==> config.mk <==
export PLATFORM = sky130hd
export DESIGN_NAME = fp_mul_seq
export DESIGN_NICKNAME = d
export VERILOG_FILES = /design/src/rtl/fp_mul_pkg.sv /design/src/rtl/fp_mul_round.sv /design/src/rtl/fp_mul_seq.sv
export SDC_FILE = /design/constraint.sdc
export NUM_CORES = 1
export LEC_CHECK = 0
export CAP_MARGIN = 20
export CORE_MARGIN = 4
export CORE_UTILIZATION = 45
export CTS_CLUSTER_DIAMETER = 30
export DETAILED_ROUTE_END_ITERATION = 8
export PLACE_DENSITY_LB_ADDON = 0.08
export SLEW_MARGIN = 20
export SYNTH_ARGS = -nofsm -noshare
export SYNTH_HDL_FRONTEND = slang
export SYNTH_SLANG_ARGS = --single-unit
==> constraint.sdc <==
create_clock -name clk -period 7.87 [get_ports clk]
set_input_delay 1.1805 -clock clk [delete_from_list [all_inputs] [get_ports clk]]
set_output_delay 1.1805 -clock clk [all_outputs]
set_load 0.01 [all_outputs]
==> src/rtl/fp_mul_pkg.sv <==
// Shared types and constants for the sequential binary32 multiplier.
package fp_mul_pkg;

   typedef enum logic [2:0] {
      RmRne = 3'b000,
      RmRtz = 3'b001,
      RmRdn = 3'b010,
      RmRup = 3'b011,
      RmRmm = 3'b100
   } r_mode_e;

   typedef enum logic [1:0] {
      IDLE,
      MUL,
      NORM_RND,
      DONE
   } state_e;

   localparam int unsigned BIAS    = 127;
   localparam logic [7:0]  EXP_MAX = 8'hFE;
   localparam logic [7:0]  EXP_INF = 8'hFF;
   localparam logic [31:0] QNAN    = 32'h7FC0_0000;
   localparam logic [30:0] MAXF    = 31'h7F7F_FFFF;

endpackage

==> src/rtl/fp_mul_round.sv <==
// Normalize, round and range-check a raw 48-bit significand product.
module fp_mul_round
   import fp_mul_pkg::*;
(
   input  logic               sign_i,
   input  logic signed [9:0]  exp_i,
   input  logic        [47:0] prod_i,
   input  logic        [2:0]  rm_i,
   output logic        [31:0] z_o,
   output logic               ovrf_o,
   output logic               udrf_o
);

   logic signed [9:0] e_norm;
   logic signed [9:0] e_rnd;
   logic        [22:0] mant;
   logic        [23:0] mant_r;
   logic               guard;
   logic               sticky;
   logic               inc;

   always_comb begin
      // Product of two [1,2) significands lies in [1,4): bit 47 selects the shift.
      if (prod_i[47]) begin
         e_norm = exp_i + 10'sd1;
         mant   = prod_i[46:24];
         guard  = prod_i[23];
         sticky = |prod_i[22:0];
      end else begin
         e_norm = exp_i;
         mant   = prod_i[45:23];
         guard  = prod_i[22];
         sticky = |prod_i[21:0];
      end

      case (rm_i)
         RmRtz:   inc = 1'b0;
         RmRdn:   inc = sign_i & (guard | sticky);
         RmRup:   inc = ~sign_i & (guard | sticky);
         RmRmm:   inc = guard;
         default: inc = guard & (sticky | mant[0]);
      endcase

      mant_r = {1'b0, mant} + {23'd0, inc};
      e_rnd  = e_norm + $signed({9'd0, mant_r[23]});

      z_o    = {sign_i, e_rnd[7:0], mant_r[22:0]};
      ovrf_o = 1'b0;
      udrf_o = 1'b0;

      if (e_norm < 10'sd1) begin
         udrf_o = 1'b1;
         z_o    = {sign_i, 31'd0};
      end else if (e_rnd > $signed({2'b00, EXP_MAX})) begin
         ovrf_o = 1'b1;
         case (rm_i)
            RmRtz:   z_o = {sign_i, MAXF};
            RmRdn:   z_o = sign_i ? {1'b1, EXP_INF, 23'd0} : {1'b0, MAXF};
            RmRup:   z_o = sign_i ? {1'b1, MAXF} : {1'b0, EXP_INF, 23'd0};
            default: z_o = {sign_i, EXP_INF, 23'd0};
         endcase
      end
   end

endmodule

==> src/rtl/fp_mul_seq.sv <==
// Sequential IEEE-754 binary32 multiplier: iterative shift-add significand product,
// valid/ready handshake on both sides, flush-to-zero on subnormal inputs and results.
module fp_mul_seq
   import fp_mul_pkg::*;
#(
   parameter int unsigned STEPS = 1
) (
   input  logic        clk,
   input  logic        rst_n,
   input  logic        in_valid,
   output logic        in_ready,
   input  logic [31:0] fp_X,
   input  logic [31:0] fp_Y,
   input  logic [2:0]  r_mode,
   output logic        out_valid,
   input  logic        out_ready,
   output logic [31:0] fp_Z,
   output logic        ovrf,
   output logic        udrf,
   output logic [47:0] dbg_frc_Z_full
);

   localparam int unsigned N    = 24 / STEPS;
   localparam int unsigned CntW = 5;

   state_e            state_q, state_d;
   logic [CntW-1:0]   cnt_q, cnt_d;
   logic [47:0]       mcand_q, mcand_d;
   logic [23:0]       mplier_q, mplier_d;
   logic [47:0]       acc_q, acc_d;
   logic              sign_q, sign_d;
   logic signed [9:0] exp_q, exp_d;
   logic [2:0]        rm_q, rm_d;
   logic [31:0]       z_q, z_d;
   logic              ovrf_q, ovrf_d;
   logic              udrf_q, udrf_d;
   logic [47:0]       dbg_q, dbg_d;

   logic [47:0] pp_sum;
   logic [31:0] rnd_z;
   logic        rnd_ovrf;
   logic        rnd_udrf;

   logic x_nan, x_inf, x_zs, y_nan, y_inf, y_zs;
   logic is_special;
   logic s_in;
   logic [31:0] spec_z;

   fp_mul_round u_round (
      .sign_i (sign_q),
      .exp_i  (exp_q),
      .prod_i (acc_q),
      .rm_i   (rm_q),
      .z_o    (rnd_z),
      .ovrf_o (rnd_ovrf),
      .udrf_o (rnd_udrf)
   );

   // Operand classification on the live inputs, used only in the accept cycle.
   always_comb begin
      x_nan = (&fp_X[30:23]) & (|fp_X[22:0]);
      x_inf = (&fp_X[30:23]) & ~(|fp_X[22:0]);
      x_zs  = ~(|fp_X[30:23]);
      y_nan = (&fp_Y[30:23]) & (|fp_Y[22:0]);
      y_inf = (&fp_Y[30:23]) & ~(|fp_Y[22:0]);
      y_zs  = ~(|fp_Y[30:23]);
      s_in  = fp_X[31] ^ fp_Y[31];

      is_special = x_nan | y_nan | x_inf | y_inf | x_zs | y_zs;
      if (x_nan | y_nan | (x_inf & y_zs) | (y_inf & x_zs)) begin
         spec_z = QNAN;
      end else if (x_inf | y_inf) begin
         spec_z = {s_in, EXP_INF, 23'd0};
      end else begin
         spec_z = {s_in, 31'd0};
      end
   end

   // STEPS partial products retired per MUL cycle.
   always_comb begin
      pp_sum = '0;
      for (int i = 0; i < int'(STEPS); i++) begin
         if (mplier_q[i]) begin
            pp_sum = pp_sum + (mcand_q << i);
         end
      end
   end

   always_comb begin
      state_d  = state_q;
      cnt_d    = cnt_q;
      mcand_d  = mcand_q;
      mplier_d = mplier_q;
      acc_d    = acc_q;
      sign_d   = sign_q;
      exp_d    = exp_q;
      rm_d     = rm_q;
      z_d      = z_q;
      ovrf_d   = ovrf_q;
      udrf_d   = udrf_q;
      dbg_d    = dbg_q;

      case (state_q)
         IDLE: begin
            if (in_valid) begin
               rm_d     = r_mode;
               sign_d   = s_in;
               exp_d    = {2'b00, fp_X[30:23]} + {2'b00, fp_Y[30:23]} - 10'(BIAS);
               mcand_d  = {24'd0, 1'b1, fp_X[22:0]};
               mplier_d = {1'b1, fp_Y[22:0]};
               acc_d    = '0;
               cnt_d    = '0;
               if (is_special) begin
                  z_d     = spec_z;
                  ovrf_d  = 1'b0;
                  udrf_d  = 1'b0;
                  dbg_d   = '0;
                  state_d = DONE;
               end else begin
                  state_d = MUL;
               end
            end
         end
         MUL: begin
            acc_d    = acc_q + pp_sum;
            mcand_d  = mcand_q << STEPS;
            mplier_d = mplier_q >> STEPS;
            cnt_d    = cnt_q + 1'b1;
            if (cnt_q == CntW'(N - 1)) begin
               state_d = NORM_RND;
            end
         end
         NORM_RND: begin
            z_d     = rnd_z;
            ovrf_d  = rnd_ovrf;
            udrf_d  = rnd_udrf;
            dbg_d   = acc_q;
            state_d = DONE;
         end
         DONE: begin
            if (out_ready) begin
               state_d = IDLE;
            end
         end
         default: state_d = IDLE;
      endcase
   end

   always_ff @(posedge clk or negedge rst_n) begin
      if (!rst_n) begin
         state_q  <= IDLE;
         cnt_q    <= '0;
         mcand_q  <= '0;
         mplier_q <= '0;
         acc_q    <= '0;
         sign_q   <= 1'b0;
         exp_q    <= '0;
         rm_q     <= '0;
         z_q      <= '0;
         ovrf_q   <= 1'b0;
         udrf_q   <= 1'b0;
         dbg_q    <= '0;
      end else begin
         state_q  <= state_d;
         cnt_q    <= cnt_d;
         mcand_q  <= mcand_d;
         mplier_q <= mplier_d;
         acc_q    <= acc_d;
         sign_q   <= sign_d;
         exp_q    <= exp_d;
         rm_q     <= rm_d;
         z_q      <= z_d;
         ovrf_q   <= ovrf_d;
         udrf_q   <= udrf_d;
         dbg_q    <= dbg_d;
      end
   end

   assign in_ready       = (state_q == IDLE);
   assign out_valid      = (state_q == DONE);
   assign fp_Z           = z_q;
   assign ovrf           = ovrf_q;
   assign udrf           = udrf_q;
   assign dbg_frc_Z_full = dbg_q;

endmodule

Word level (Yosys, flattened, before mapping)
Index checks and enable logic that the tools add are counted.

Memories: 0. Logic and storage cells: 112. Bits in read-only memories: 0. Bits in latches: 0. Flip-flop bits (word level): 223. Memory bits (writable): 0.

Eq/ne operators: 12. Shifts and indexed selects: 0. Bitwise operators: 25. Reduce and logical (&&, ||, !) cells: 15. Mux-type cells: 39. Order comparisons: 2. Multiply operators: 0. Div/mod/pow operators: 0. Add/sub/neg operators: 7.

Operator list (count): $pmux 48 s2 (3); $mux 48 (5); $mux 32 (7); $pmux 32 s3 (1); $reduce_or 23->1 (3); $pmux 32 s2 (1); $add 48x48->48 (1); $pmux 24 s2 (1); $mux 31 (1); $add 23x1->24 (1); $mux 24 (1); $mux 23 (1); $reduce_or 22->1 (1); $reduce_and 8->1 (2); $reduce_or 8->1 (2); $add 10x2->10 (1); $add 10x2->10 const B (1); $gt 10x9->1 const B (1); $lt 10x2->1 const B (1); $mux 10 (1); $or 1x1->1 (10); $pmux 5 s2 (1); $sub 9x7->10 const B (1); $add 8x8->9 (1); 22 further kinds (51).

Longest topological paths before layout
Word-level depth: 11. Mapped depth: 31.

Hierarchy
A second synthesis with hierarchy kept.

Cell total of the unflattened synthesis: 1576. Area total of the unflattened synthesis: 14622.8 um^2.

By module, submodules not included: fp_mul_seq (cells an instance 1277, area each 12383.1 um^2, instances 1); fp_mul_round (cells an instance 299, area each 2239.6 um^2, instances 1).

Worst setup path before layout
Ideal clock, no wire load.

Kind: flip-flop to flip-flop. Start: reg acc_q[47]. End: reg z_q[12] (netlist: fp_Z[12]). Cell stages (with the launch flop): 29. Buffers on the path: 7. Data arrival time: 5.746 ns. Setup slack: 2.058 ns. Path through: dfrtp_1 buf_2 buf_2 buf_1 clkbuf_1 clkbuf_1 mux2_2 ha_1 nand3_1 a21oi_1 and3_1 and3_1 nand2_1 nor3_1 nand2_1 nor4_1 ha_1 ha_1 o21ai_2 xnor2_1 or3_1 a221o_1 a32o_2 nor2b_4 nand2_1 or2_1 buf_6 buf_6 nand2_1.

Word-level cells in the longest chain between the ends: 10.

RTL lines: from (decl) (RTL line fp_mul_seq.sv:30) `logic [47:0] acc_q, acc_d;`; from (signal assigned) (RTL line fp_mul_seq.sv:155) `acc_q <= '0;`; from (signal assigned) (RTL line fp_mul_seq.sv:168) `acc_q <= acc_d;`; $mux 1 or $mux 23 (tied branches) (RTL line fp_mul_round.sv:24) `if (prod_i[47]) begin`; $or 1x1->1, on equally long branches (RTL line fp_mul_round.sv:41, fp_mul_round.sv:38, fp_mul_round.sv:39); $and 1x1->1, on equally long branches (RTL line fp_mul_round.sv:41, fp_mul_round.sv:38, fp_mul_round.sv:39); $pmux 1 s4 (RTL line fp_mul_round.sv:36) `case (rm_i)`; $add 23x1->24 (RTL line fp_mul_round.sv:44) `mant_r = {1'b0, mant} + {23'd0, inc};`; $add 10x2->10 (RTL line fp_mul_round.sv:45) `e_rnd = e_norm + $signed({9'd0, mant_r[23]});`; $gt 10x9->1 (RTL line fp_mul_round.sv:54) `end else if (e_rnd > $signed({2'b00, EXP_MAX})) begin`; $mux 32 (RTL line fp_mul_round.sv:54); $mux 32 (*) (RTL line fp_mul_round.sv:51) `if (e_norm < 10'sd1) begin`; $pmux 32 s2 (*) (RTL line fp_mul_seq.sv:103) `case (state_q)`; to (signal assigned) (RTL line fp_mul_seq.sv:172) `z_q <= z_d;`; to (decl) (RTL line fp_mul_seq.sv:34) `logic [31:0] z_q, z_d;`.

Every way passes the cells marked *; elsewhere a longest branch is shown, timed or not. A chain may end at the register's enable or synchronous reset.

Final worst setup path
Start: reg rm_q[1]. End: reg z_q[22] (netlist: fp_Z[22]).

Word-level cells in the longest chain between the ends: 8.

RTL lines: from (decl) (RTL line fp_mul_seq.sv:33) `logic [2:0] rm_q, rm_d;`; from (signal assigned) (RTL line fp_mul_seq.sv:171) `rm_q <= rm_d;`; $eq 3x3->1, or another cell as far along (RTL line fp_mul_round.sv:36); $pmux 1 s4 (RTL line fp_mul_round.sv:36); $add 23x1->24 (RTL line fp_mul_round.sv:44); $add 10x2->10 (RTL line fp_mul_round.sv:45); $gt 10x9->1 (RTL line fp_mul_round.sv:54); $mux 32 (*) (RTL line fp_mul_round.sv:54); $mux 32 (*) (RTL line fp_mul_round.sv:51); $pmux 32 s2 (*) (RTL line fp_mul_seq.sv:103).

Marks and branches as above.

==> impl_metrics.csv <==
group,metric,value,unit
yosys,synth_enable_flop_cells,0,
yosys,synthTopCellsByArea,"sky130_fd_sc_hd__dfrtp_1, sky130_fd_sc_hd__ha_1, sky130_fd_sc_hd__nand2_1",
final_layout,n_antenna_cell,0,
drt,firstDrtPassIters,7,
clock_network,post_cts_setup_buffer_count,0,
clock_network,clkTransAtPathRegs,0.05,ns
final_layout,combined_area_of_the_multi_input_logic_cells,0.00782,mm2
global_route,grt_start_max_net_pins,105,
final_layout,final_util,57.9,%
clock_network,clock_path_buffers,3,
sta,fin_hold_ws,0.475,ns
min_path,min_path_type,"reg2reg",
min_path,worst_hold_path.num_cells,2,
sta,final_min_period_over_clock_period,82.7,%
critical_path,critical_path_arrival,6.97,ns
clock_network,ctsResizeCount,0,
place,placed_area,0.0156,mm2
critical_path,reg2reg_setup_slack,1.36,ns
place,dp_hpwl,27000,um
yosys,synth_top_flop_cell,"sky130_fd_sc_hd__dfrtp_1",
critical_path,r2r_cells,26,
clock_network,clk_latency,0.56,ns
critical_path,max_stage_delay,0.60,ns
drt,via_count,11700,
place,finalWeightedCongestion,0.934,
global_route,grt_remaining_overflow,0,
clock_network,cts_num_sinks,223,
yosys,synthesis.nets,1659,
drt,via_density_per_instance,5.62,
drt,routedWlPerCell,18.1,um
drt,drtIter0Drc,703,
floorplanning,start_util,45.5,%
power_and_ir_drop,max-vdd-ir-drop,358,uV
yosys,synth_area_leader_cell,"sky130_fd_sc_hd__dfrtp_1",
critical_path,crit_fanout,23,
yosys,ys_seq_elements,223,
final_layout,n_fill_cell,2695,
critical_path,r2r-end,"fp_Z[22]$_DFFE_PN0P_",
sta,timing.final.max_slew_violations,0,
final_layout,syn2layout_area_growth,27.1,%
critical_path,crit_path_end_kind,"flop",
critical_path,timing_worst_setup_path_type,"reg2reg",
yosys,synth_seq_area_share,40.2,%
global_route,global_route.usage.total,22.2,%
sta,tightest_slew,0.938,ns
critical_path,timing.critical_path.max_delay_family,"simple AND/OR/NAND/NOR gates",
final_layout,fin_cells,2077,
floorplanning,chipHeight,184,um
critical_path,path_length_in_cells_of_the_critical_path,26,
floorplanning,dieArea,0.0338,mm2
floorplanning,core_region_area,0.0305,mm2
global_route,grt_first_pass_wirelength,61600,um
clock_network,cts_tree,"built",
global_route,antenna_found_initial,0,
critical_path,critical_path.startpoint,"rm_q[1]$_DFFE_PN0P_",
floorplanning,floorplan.die.width,184,um
yosys,synth.cell_area,0.0139,mm2
sta,hold_viol_final,0,
yosys,synthDominantCellAreaShare,40.2,%
final_layout,design_area,0.0177,mm2
sta,timing.final.crit_period,6.51,ns
sta,final_critical_path_setup_slack,1.36,ns
critical_path,reg2reg_from,"rm_q[1]$_DFFE_PN0P_",
yosys,postSynthAreaPerCell,9.18,um2
clock_network,number_of_buffers_created_by_cts,57,
power_and_ir_drop,power_per_cell_area,367,mW/mm2
yosys,synthesis.instances,1513,
clock_network,cts-root-buf,"sky130_fd_sc_hd__clkbuf_16",
power_and_ir_drop,total_power_consumption,6.48,mW
power_and_ir_drop,cellLeakagePower,7.87,nW
sta,final.setup_skew,0.0256,ns
drt,drc_errors,0,
place,place.detailed.instances,1970,
floorplanning,design.portCount,155,
yosys,synth.cells.most_frequent,"sky130_fd_sc_hd__nand2_1, sky130_fd_sc_hd__dfrtp_1, sky130_fd_sc_hd__o21ai_0",
sta,setup_viol,0,
sta,grt_setup_unrepaired,"no",
critical_path,crit_buf_inv,0,
outcome,run_status,"finished, final reports clean",
yosys,synthArstFlopShare,100,%
final_layout,nets,1779,
flow_run,maxCapViolCount,0,
clock_network,cts-htree-levels,2,
floorplanning,core.rowCount,64,
final_layout,ff_latch_area,0.00558,mm2
sta,worst_slew_margin_rel,37.4,%
sta,tns,0,ns
critical_path,worstSetupStartpointType,"flop",
yosys,post-synth-top-count-cell,"sky130_fd_sc_hd__nand2_1",
critical_path,critical-path-top-cell-by-count,"sky130_fd_sc_hd__ha_1",
yosys,synth.lib_cells_used.distinct,77,
critical_path,timing.critical_path.slowest_stage_cell,"sky130_fd_sc_hd__nor4_1",
critical_path,critPathRequiredTime,8.33,ns
yosys,ys_warn_count,0,
place,io_buffers,154,
min_path,min-delay-start,"mplier_q[16]$_DFFE_PN0P_",
clock_network,holdBufCountCts,0,
final_layout,drive_gt1_share,9.76,%
sta,max_freq,154,MHz
drt,detail_route.wirelength,37500,um
critical_path,critical_path.endpoint,"fp_Z[22]$_DFFE_PN0P_",
global_route,number_of_global_route_vias_before_repair,11500,
place,detailedPlace.worstSlack,1.30,ns
drt,antenna_nets_post_route,0,
## worst register-to-register path, stage by stage (launching register included)
cell and delay [ns]:
sky130_fd_sc_hd__dfrtp_1 0.39, sky130_fd_sc_hd__nor2b_1 0.18, sky130_fd_sc_hd__and2_1 0.17, sky130_fd_sc_hd__ha_1 0.29, sky130_fd_sc_hd__a22o_1 0.18, sky130_fd_sc_hd__a21oi_1 0.05
sky130_fd_sc_hd__o221ai_1 0.19, sky130_fd_sc_hd__ha_1 0.25, sky130_fd_sc_hd__nand3_1 0.09, sky130_fd_sc_hd__a21oi_1 0.22, sky130_fd_sc_hd__and3_1 0.22, sky130_fd_sc_hd__and3_1 0.23
sky130_fd_sc_hd__nand2_1 0.10, sky130_fd_sc_hd__nor3_1 0.42, sky130_fd_sc_hd__nand2_1 0.16, sky130_fd_sc_hd__nor4_1 0.60, sky130_fd_sc_hd__ha_1 0.29, sky130_fd_sc_hd__ha_1 0.21
sky130_fd_sc_hd__o21ai_2 0.12, sky130_fd_sc_hd__xnor2_1 0.14, sky130_fd_sc_hd__or3_1 0.31, sky130_fd_sc_hd__a221o_1 0.35, sky130_fd_sc_hd__a32o_2 0.27, sky130_fd_sc_hd__nor2b_4 0.14
sky130_fd_sc_hd__nand2_1 0.08, sky130_fd_sc_hd__or2_1 0.58, sky130_fd_sc_hd__o211ai_1 0.22
## sequential cells by signal (all words and copies together) (netlist names)
name / cells
acc_q: 48
cnt_q: 5
dbg_frc_Z_full: 48
exp_q: 10
fp_Z: 32
mcand_q: 48
mplier_q: 24
ovrf: 1
rm_q: 3
sign_q: 1
state_q: 2
udrf: 1
## power by group
group | internal (mW) | switching [mW] | total [mW]
Sequential | 1.52 | 0.346 | 1.87
Clock | 1.67 | 0.722 | 2.39
Combinational | 0.960 | 1.26 | 2.22
## routing by layer
| metal | up-vias | global-route usage (%) | part of all wire, % |
|---|---|---|---|
| li1 | 5720 | - | - |
| met1 | 5544 | 33.4 | 49 |
| met2 | 347 | 32.6 | 42 |
| met3 | 58 | 4.73 | 7.0 |
| met4 | 0 | 5.89 | 2.1 |
| met5 | - | 0 | 0 |
## area by class of cell
class	instances	share of cell area, %
Timing Repair Buffer	166	9.27
Multi-Input combinational cell	1159	44.3
Clock inverter	36	2.36
Sequential cell	223	31.6
Inverter	26	0.553
Clock buffer	71	9.13
Tap cell	396	2.81
## cells by family after synthesis
logic type	count (synthesis)	share of synthesized area, %
fa+ha+maj	75	6.86
buf+inv	131	3.82
simple gates	505	17.9
mux	66	4.85
xor+xnor	101	6.42
compound gates	412	19.9
flops	223	40.2
## worst min-delay path by stage
stage	end	slack [ns]
6_report	mplier_q[16]$_DFFE_PN0P_	0.47
5_1_grt	mplier_q[8]$_DFFE_PN0P_	0.49
4_1_cts	mplier_q[16]$_DFFE_PN0P_	0.48
3_5_place_dp	mplier_q[16]$_DFFE_PN0P_	0.47
3_3_place_gp	mplier_q[1]$_DFFE_PN0P_	0.46
2_1_floorplan	mplier_q[10]$_DFFE_PN0P_	0.45
## layout by cell type (no fill, tap or decap), types with 22 or more instances in the layout
cell and instances:
sky130_fd_sc_hd__xor2_1 44, sky130_fd_sc_hd__nor4_1 23, sky130_fd_sc_hd__clkdlybuf4s50_1 153, sky130_fd_sc_hd__inv_1 25
sky130_fd_sc_hd__ha_1 72, sky130_fd_sc_hd__nor2_1 46, sky130_fd_sc_hd__mux2i_1 54, sky130_fd_sc_hd__nand4_1 22
sky130_fd_sc_hd__nand3_1 39, sky130_fd_sc_hd__xnor2_1 56, sky130_fd_sc_hd__clkbuf_16 59, sky130_fd_sc_hd__o21ai_0 136
sky130_fd_sc_hd__and2_1 57, sky130_fd_sc_hd__nand2_1 225, sky130_fd_sc_hd__a22o_1 81, sky130_fd_sc_hd__a21oi_1 68
sky130_fd_sc_hd__dfrtp_1 222, sky130_fd_sc_hd__a21o_1 28, sky130_fd_sc_hd__nor3_1 25
Note: power is estimated with default switching activity, not from simulation.
